$ cat src/rtl/seq_addsub.sv
`default_nettype none
// ============================================================================
// Module      : seq_addsub
// Description : Multi-cycle adder/subtractor. Ripples WIDTH/SLICE slices, one
//               slice per clock, with valid/ready handshakes on both sides.
//               Define SEQ_ADDSUB_FLAGS_EN to generate zero/negative/overflow.
// Revision    : 1.0 - initial release
// ============================================================================
module seq_addsub #(
    parameter int WIDTH = 32,
    parameter int SLICE = 8
) (
    input  logic             clk,
    input  logic             rst_n,
    input  logic             in_valid,
    output logic             in_ready,
    input  logic [WIDTH-1:0] x,
    input  logic [WIDTH-1:0] y,
    input  logic             sub,
    output logic             out_valid,
    input  logic             out_ready,
    output logic [WIDTH-1:0] out,
    output logic             carry_out,
    output logic             zero,
    output logic             negative,
    output logic             overflow
);

    localparam int c_NSL   = WIDTH / SLICE;
    localparam int c_IDX_W = (c_NSL > 1) ? $clog2(c_NSL) : 1;

    generate
        if ((WIDTH % SLICE != 0) || (SLICE > WIDTH)) begin : g_param_check
            $error("seq_addsub: WIDTH must be a multiple of SLICE and SLICE <= WIDTH");
        end
    endgenerate

    typedef enum logic [1:0] {
        S_IDLE = 2'd0,
        S_RUN  = 2'd1,
        S_DONE = 2'd2
    } state_t;

    state_t             r_state;
    state_t             w_state_next;
    logic               w_accept;
    logic               w_last;

    logic [WIDTH-1:0]   r_x;
    logic [WIDTH-1:0]   r_y;
    logic               r_sub;
    logic [c_IDX_W-1:0] r_idx;
    logic               r_carry;
    logic [WIDTH-1:0]   r_result;
    logic               r_cout;

    logic [SLICE-1:0]   w_x_slice;
    logic [SLICE-1:0]   w_y_slice;
    logic [SLICE:0]     w_sum;
    logic [WIDTH-1:0]   w_result_next;

    assign w_last = (r_idx == c_IDX_W'(c_NSL - 1));

    // Slice mux, one-slice add and merge of the new slice into the result
    always_comb begin
        w_x_slice     = '0;
        w_y_slice     = '0;
        w_result_next = r_result;
        for (int i = 0; i < c_NSL; i++) begin
            if (r_idx == c_IDX_W'(i)) begin
                w_x_slice = r_x[i*SLICE +: SLICE];
                w_y_slice = r_y[i*SLICE +: SLICE];
            end
        end
        w_sum = {1'b0, w_x_slice}
              + {1'b0, w_y_slice ^ {SLICE{r_sub}}}
              + {{SLICE{1'b0}}, r_carry};
        for (int i = 0; i < c_NSL; i++) begin
            if (r_idx == c_IDX_W'(i)) begin
                w_result_next[i*SLICE +: SLICE] = w_sum[SLICE-1:0];
            end
        end
    end

    always_comb begin
        w_state_next = r_state;
        w_accept     = 1'b0;
        case (r_state)
            S_IDLE: begin
                if (in_valid) begin
                    w_accept     = 1'b1;
                    w_state_next = S_RUN;
                end
            end
            S_RUN: begin
                if (w_last) begin
                    w_state_next = S_DONE;
                end
            end
            S_DONE: begin
                if (out_ready) begin
                    w_state_next = S_IDLE;
                end
            end
            default: w_state_next = S_IDLE;
        endcase
    end

    always_ff @(posedge clk) begin
        if (!rst_n) begin
            r_state  <= S_IDLE;
            r_x      <= '0;
            r_y      <= '0;
            r_sub    <= 1'b0;
            r_idx    <= '0;
            r_carry  <= 1'b0;
            r_result <= '0;
            r_cout   <= 1'b0;
        end else begin
            r_state <= w_state_next;
            if (w_accept) begin
                r_x     <= x;
                r_y     <= y;
                r_sub   <= sub;
                r_idx   <= '0;
                // Carry-in of 1 completes the two's complement of y
                r_carry <= sub;
            end else if (r_state == S_RUN) begin
                r_result <= w_result_next;
                r_carry  <= w_sum[SLICE];
                r_idx    <= r_idx + c_IDX_W'(1);
                if (w_last) begin
                    r_cout <= w_sum[SLICE];
                end
            end
        end
    end

    assign in_ready  = (r_state == S_IDLE);
    assign out_valid = (r_state == S_DONE);
    assign out       = r_result;
    assign carry_out = r_cout;

`ifdef SEQ_ADDSUB_FLAGS_EN
    logic r_zero;
    logic r_negative;
    logic r_overflow;

    always_ff @(posedge clk) begin
        if (!rst_n) begin
            r_zero     <= 1'b0;
            r_negative <= 1'b0;
            r_overflow <= 1'b0;
        end else if ((r_state == S_RUN) && w_last) begin
            r_zero     <= (w_result_next == '0);
            r_negative <= w_result_next[WIDTH-1];
            r_overflow <= (r_x[WIDTH-1] == (r_y[WIDTH-1] ^ r_sub))
                        & (w_result_next[WIDTH-1] != r_x[WIDTH-1]);
        end
    end

    assign zero     = r_zero;
    assign negative = r_negative;
    assign overflow = r_overflow;
`else
    assign zero     = 1'b0;
    assign negative = 1'b0;
    assign overflow = 1'b0;
`endif

endmodule
`default_nettype wire

$ cat config.mk
export PLATFORM = sky130hd
export DESIGN_NAME = seq_addsub
export DESIGN_NICKNAME = d
export VERILOG_FILES = /design/src/rtl/seq_addsub.sv
export SDC_FILE = /design/constraint.sdc
export NUM_CORES = 1
export LEC_CHECK = 0
export ABC_AREA = 1
export CORE_ASPECT_RATIO = 0.8
export CORE_MARGIN = 5
export CORE_UTILIZATION = 36
export CTS_BUF_LIST = sky130_fd_sc_hd__clkbuf_8
export CTS_CLUSTER_SIZE = 28
export DETAILED_ROUTE_END_ITERATION = 7
export HOLD_SLACK_MARGIN = 0.02
export PLACE_DENSITY_LB_ADDON = 0.15
export SYNTH_ARGS = -nofsm -noshare
export SYNTH_HDL_FRONTEND = slang
export SYNTH_SLANG_ARGS = --single-unit
export TNS_END_PERCENT = 30
$ cat constraint.sdc
create_clock -name clk -period 3.38 [get_ports clk]
set_input_delay 0.676 -clock clk [delete_from_list [all_inputs] [get_ports clk]]
set_output_delay 0.676 -clock clk [all_outputs]
set_load 0.01 [all_outputs]
* Word-level counts from Yosys, hierarchy flattened
Cells that the tools add are included.
** Storage, ports and cells
- Flip-flop bits (word level) :: 103
- Output and inout bits :: 38
- Logic and storage cells :: 50
- Input bits :: 69
** Cells by class
- Reductions and logical operators :: 9
- Equal/unequal tests :: 8
- Multiplexer cells :: 16
- Add/subtract/negate cells :: 3
- Bitwise gates (word level) :: 3
** Operators by type and width (number)
- $mux W8 :: 8
- $reduce_and A3 Y1 :: 5
- $add A8 B8 Y9 :: 1
- $add A9 B1 Y9 :: 1
- $xor A8 B8 Y8 :: 1
- $eq A2 B2 Y1 const B :: 3
- $mux W2 :: 3
- $pmux W2 S3 :: 1
- $eq A2 B1 Y1 const B :: 2
- $logic_not A2 Y1 :: 2
- $mux W1 :: 4
- $ne A2 B2 Y1 const B :: 2
- $add A2 B1 Y2 const B :: 1
- $ne A2 B1 Y1 const B :: 1
- $not A1 Y1 :: 2
- $reduce_bool A2 Y1 :: 1
- $reduce_or A2 Y1 :: 1

* Longest topological paths before layout
- Depth in word-level cells :: 10
- Mapped depth :: 21
- Depth with buffers taken out :: 21

* Worst setup path before layout
No wires, ideal clock.
- Kind :: register -> register
- From :: register r_idx[1]
- To :: register r_result[12], in the netlist out[12]
- Data arrival time :: 2.547 ns
- Stages on the path, launching flop included :: 19
- Clock period less this slack :: 2.655 ns
- Path buffers :: 2
- Setup time :: 0.109 ns
- Path slack :: 0.725 ns
- Required time :: 3.271 ns
- Path through :: dfxtp_1 inv_1 ha_1 buf_4 nor2_2 buf_4 a22oi_1 o21ai_0 o21ai_0 fa_1 inv_1 fa_1 nand2_1 nand2_1 nand2_1 xor2_1 nand2_1 nand2_1 inv_1
** Between the ends
- Longest elaborated chain between the ends :: 8
- Elaborated cells between the ends (all ways) :: 16
- Classes of those cells :: add/sub: 2; eq/ne: 3; mux: 8; bitwise: 1; reduce/logical: 2
** Ends and longest elaborated chain
- start, declared :: RTL line 52 : logic [c_IDX_W-1:0] r_idx;
- start signal, assigned :: RTL line 131 : r_idx <= r_idx + c_IDX_W'(1);
- $logic_not A2 Y1 :: RTL line 70 : if (r_idx == c_IDX_W'(i)) begin
- $mux W8 (4 in series) :: RTL line 70
- $xor A8 B8 Y8 :: RTL line 76 : + {1'b0, w_y_slice ^ {SLICE{r_sub}}}
- $add A8 B8 Y9 :: RTL line 76
- $add A9 B1 Y9 :: RTL line 77 : + {{SLICE{1'b0}}, r_carry};
- end signal, assigned :: RTL line 129 : r_result <= w_result_next;
- end, declared :: RTL line 54 : logic [WIDTH-1:0] r_result;
Parallel ways exist; a longest one is shown, timed or not.
A chain may end at the register's enable or synchronous reset.

* Worst setup path after layout
- From :: register r_idx[1]
- To :: register r_result[20], in the netlist out[20]
Same word-level chain as after synthesis.

==> results.md <==
* Starting Density at 36.91%
* Largest area contributor in the netlist: dfxtp_1
* Setup TNS at 0 ps
* EDFF count, synth at 0
* Post_cts resized at 0
* Vias per std cell at 4.737
* Share of cells above drive strength 1 at 4.743%
* PwrDens at 429.8 nW/um^2
* Slowest cell on the critical path: dfxtp_1
* RSZ-0062 raised after global routing: no
* CP Capture Type: register
* Initial antenna violation count at 0
* Worst-Margin Slew at 582.1 ps
* Routed Antenna Nets at 0
* Synthesized area per cell at 7.120 um^2
* Clock transition at path regs at 80 ps
* Final Total Pwr at 2.609 mW
* Grt total ovfl at 0
* Tmin final at 2931 ps
* Mapped Cells at 672
* Worst-Skew Late Latency at 370 ps
* Worst Hold Depth at 2
* Synth cell count leaders: nor2_1, nand2_1, dfxtp_1
* Placed Cells at 921
* Reg2Reg Setup Slack at 450 ps
* Clock Tree Root: clkbuf_8
* CP Launch Type: register
* CTS Buf Count at 9
* FFs w/ async S/R, synth at 0%
* Post-Syn Area at 4785 um^2
* WP data arrival at 3210 ps
* Final core utilization at 46.83%
* Placed inst area at 5901 um^2
* Lkg Pwr at 2.696 nW
* Top post-synthesis cells by area: dfxtp_1, nor2_1, nand2_1
* Die W at 138.9 um
* Final instance area at 6071 um^2
* Final clock skew at 7.289 ps
* Detailed Place HPWL at 9562 um
* CP top delay family: adder cells
* Crit path to: out[20]
* WS Path Type: register to register
* CORE AREA at 12960 um^2
* Setup Viol. Count Final at 0
* Layout Cells excl Fill at 934
* Maximum clock frequency at 341.1 MHz
* # DRC at 0
* Vias in the first global route at 4307
* Critical Path Most Common Cell: nand2_1
* Area grow syn2layout at 26.88%
* Hold Buf Count CTS at 0
* CP bufs+invs at 4
* Outcome: complete, no violations
* Detailed-route via count at 4424
* First-pass GRT wire length at 20710 um
* GRT Overall Usage at 15.94%
* Reg-to-reg critical path startpoint: r_idx[1]
* # nets final at 839
* H-Tree Depth at 3
* Inserted Diodes at 0
* CP cell instances: inv_1 > ha_1 > buf_4 > a21oi_1 > nand2_1 > o211ai_1 > nand2_1 > nand2_1 > nand2_1 > fa_1 > inv_1 > fa_1 > nand2_1 > nand2_1 > nand2_1 > xor2_1 > nand2_1 > nand2_1 > inv_1
* Crit. Startpoint: r_idx[1]
* Die Area at 15710 um^2
* Top_reg_cell synth: dfxtp_1
* Peak supply drop at 0.1703 mV
* Number of DRC violations after detailed-routing iteration 0 at 293
* MaxCap Viol Count at 0
* Max clock buf depth at 2
* CTS tree: yes
* Wire per inst at 13.22 um
* HP Class: register to register
* Post-CTS Setup Bufs at 0
* Yosys reg bits at 103
* Period utilization at 86.72%
* CP Max Fanout at 12
* Crit path depth at 19
* FF-to-FF End: out[20]
* Top-count cell post-synth: nor2_1
* Seq/Total Area, Yosys at 43.10%
* Max-slew violation count at 0
* Netlist cell types at 31
* Synthesis Warnings at 0
* Critical Path Max Stage Delay at 380 ps
* R2r worst-path depth at 19
* I/O Buffers at 103
* Final hold vios at 0
* Slew HR at 61.19%
* Final wirelength at 12350 um
* Top Ports at 107
* CTS Sinks at 103
* Yosys top cell area share at 43.10%
* Die height at 113.1 um
* Routability cong. at 0.8690
* Worst endpoint required time at 3660 ps
* Site Rows at 37
* Detailed Routing Iterations Pass 1 at 4
* Largest net degree at the start of global routing at 72
-- cell usage in the layout (no fill, tap or decap) --
| cell | netlist | routed |
|---|---|---|
| nand3_1 | 27 | 27 |
| inv_2 | 2 | 2 |
| o21ai_0 | 85 | 85 |
| a22oi_1 | 4 | 4 |
| nand2_2 | 1 | 1 |
| clkinv_1 | 1 | 1 |
| nor2_1 | 145 | 145 |
| o21a_1 | 22 | 22 |
| o21ai_1 | 2 | 2 |
| clkinv_2 | 0 | 1 |
| o21bai_1 | 1 | 1 |
| o211ai_1 | 6 | 6 |
| nand2_4 | 2 | 2 |
| nor2_4 | 3 | 3 |
| clkbuf_8 | 0 | 12 |
| dfxtp_1 | 103 | 103 |
| buf_2 | 12 | 1 |
| conb_1 | 1 | 3 |
| inv_1 | 50 | 50 |
| nor2_2 | 2 | 2 |
| nand2_1 | 116 | 116 |
| ha_1 | 11 | 11 |
| inv_4 | 1 | 1 |
| clkdlybuf4s50_1 | 0 | 102 |
| fa_1 | 2 | 2 |
| buf_4 | 7 | 10 |
| o22ai_1 | 1 | 1 |
| a21oi_1 | 35 | 35 |
| a22o_1 | 4 | 4 |
| clkinv_4 | 1 | 1 |
| xor2_1 | 3 | 3 |
-- flip-flops by register name, summed over array words and instances, names as in the netlist --
register,cells
out,32
carry_out,1
r_y,32
r_state,2
r_sub,1
r_idx,2
r_carry,1
r_x,32
-- logic make-up (layout without fill, tap and decap cells) --
family / count (synthesis) / count (layout) / share of synthesized area (%)
AO/OA/AOI/OAI: 160 / 160 / 18.80
other: 1 / 3 / 0.07838
adder cells (fa/ha/maj): 13 / 13 / 3.713
flip-flops: 103 / 103 / 43.10
buffers and inverters: 96 / 181 / 8.891
AND/OR/NAND/NOR: 296 / 296 / 24.87
XOR/XNOR: 3 / 3 / 0.5493
-- worst register-to-register path, cell delays in order, from the launching register on --
cell      delay, ps
dfxtp_1         380
inv_1            80
ha_1            270
buf_4           220
a21oi_1         160
nand2_1          60
o211ai_1        110
nand2_1          80
nand2_1          60
nand2_1          60
fa_1            360
inv_1           100
fa_1            210
nand2_1          60
nand2_1         100
nand2_1          70
xor2_1          270
nand2_1          90
nand2_1          70
inv_1            30
-- how the worst min path moves through the flow --
stage	slack, ps	endpoint	start
floorplan	420	r_y[1]	r_y[1]
global placement	450	r_y[6]	r_y[6]
detailed placement	470	r_y[6]	r_y[6]
CTS	480	r_y[6]	r_y[6]
global route	510	out[25]	out[25]
finish	480	r_y[6]	r_y[6]
-- metrics by stage --
| stage | setup slack (ps) | hold slack (ps) |
|---|---|---|
| 4_1_cts | 434.4 | 479.9 |
| 2_1_floorplan | 724.6 | 424.6 |
| 6_report | 448.7 | 478.1 |
| 3_5_place_dp | 462.5 | 467.7 |
| 3_3_place_gp | 581.7 | 454.3 |
| 5_1_grt | 149.6 | 507.0 |
-- per-layer routing --
metal / routed length [um] / up-vias / GRT usage (%) / share of wire [%]
met5: 0 / - / 0 / 0
met4: 119 / 0 / 3.585 / 0.96
met3: 598 / 9 / 4.267 / 4.8
met2: 5842 / 92 / 27.11 / 47
met1: 5788 / 2007 / 20.41 / 47
li1: - / 2316 / - / -
-- final cells by class --
cell class | count | area (um^2)
fillers | 1300 | 6892
multi-input cells | 475 | 2305
flip-flops and latches | 103 | 2062
repair buffers | 113 | 1101
well taps | 175 | 219.0
inverters | 55 | 214.0
clock buffers | 12 | 165.2
clock inverters | 1 | 5.005
-- where the power goes --
part / switching, mW / total [mW] / internal (mW)
Clock: 0.381 / 0.696 / 0.315
Combinational: 0.323 / 0.564 / 0.241
Sequential: 0.0519 / 1.35 / 1.30
Note: power is estimated with default switching activity, not from simulation.
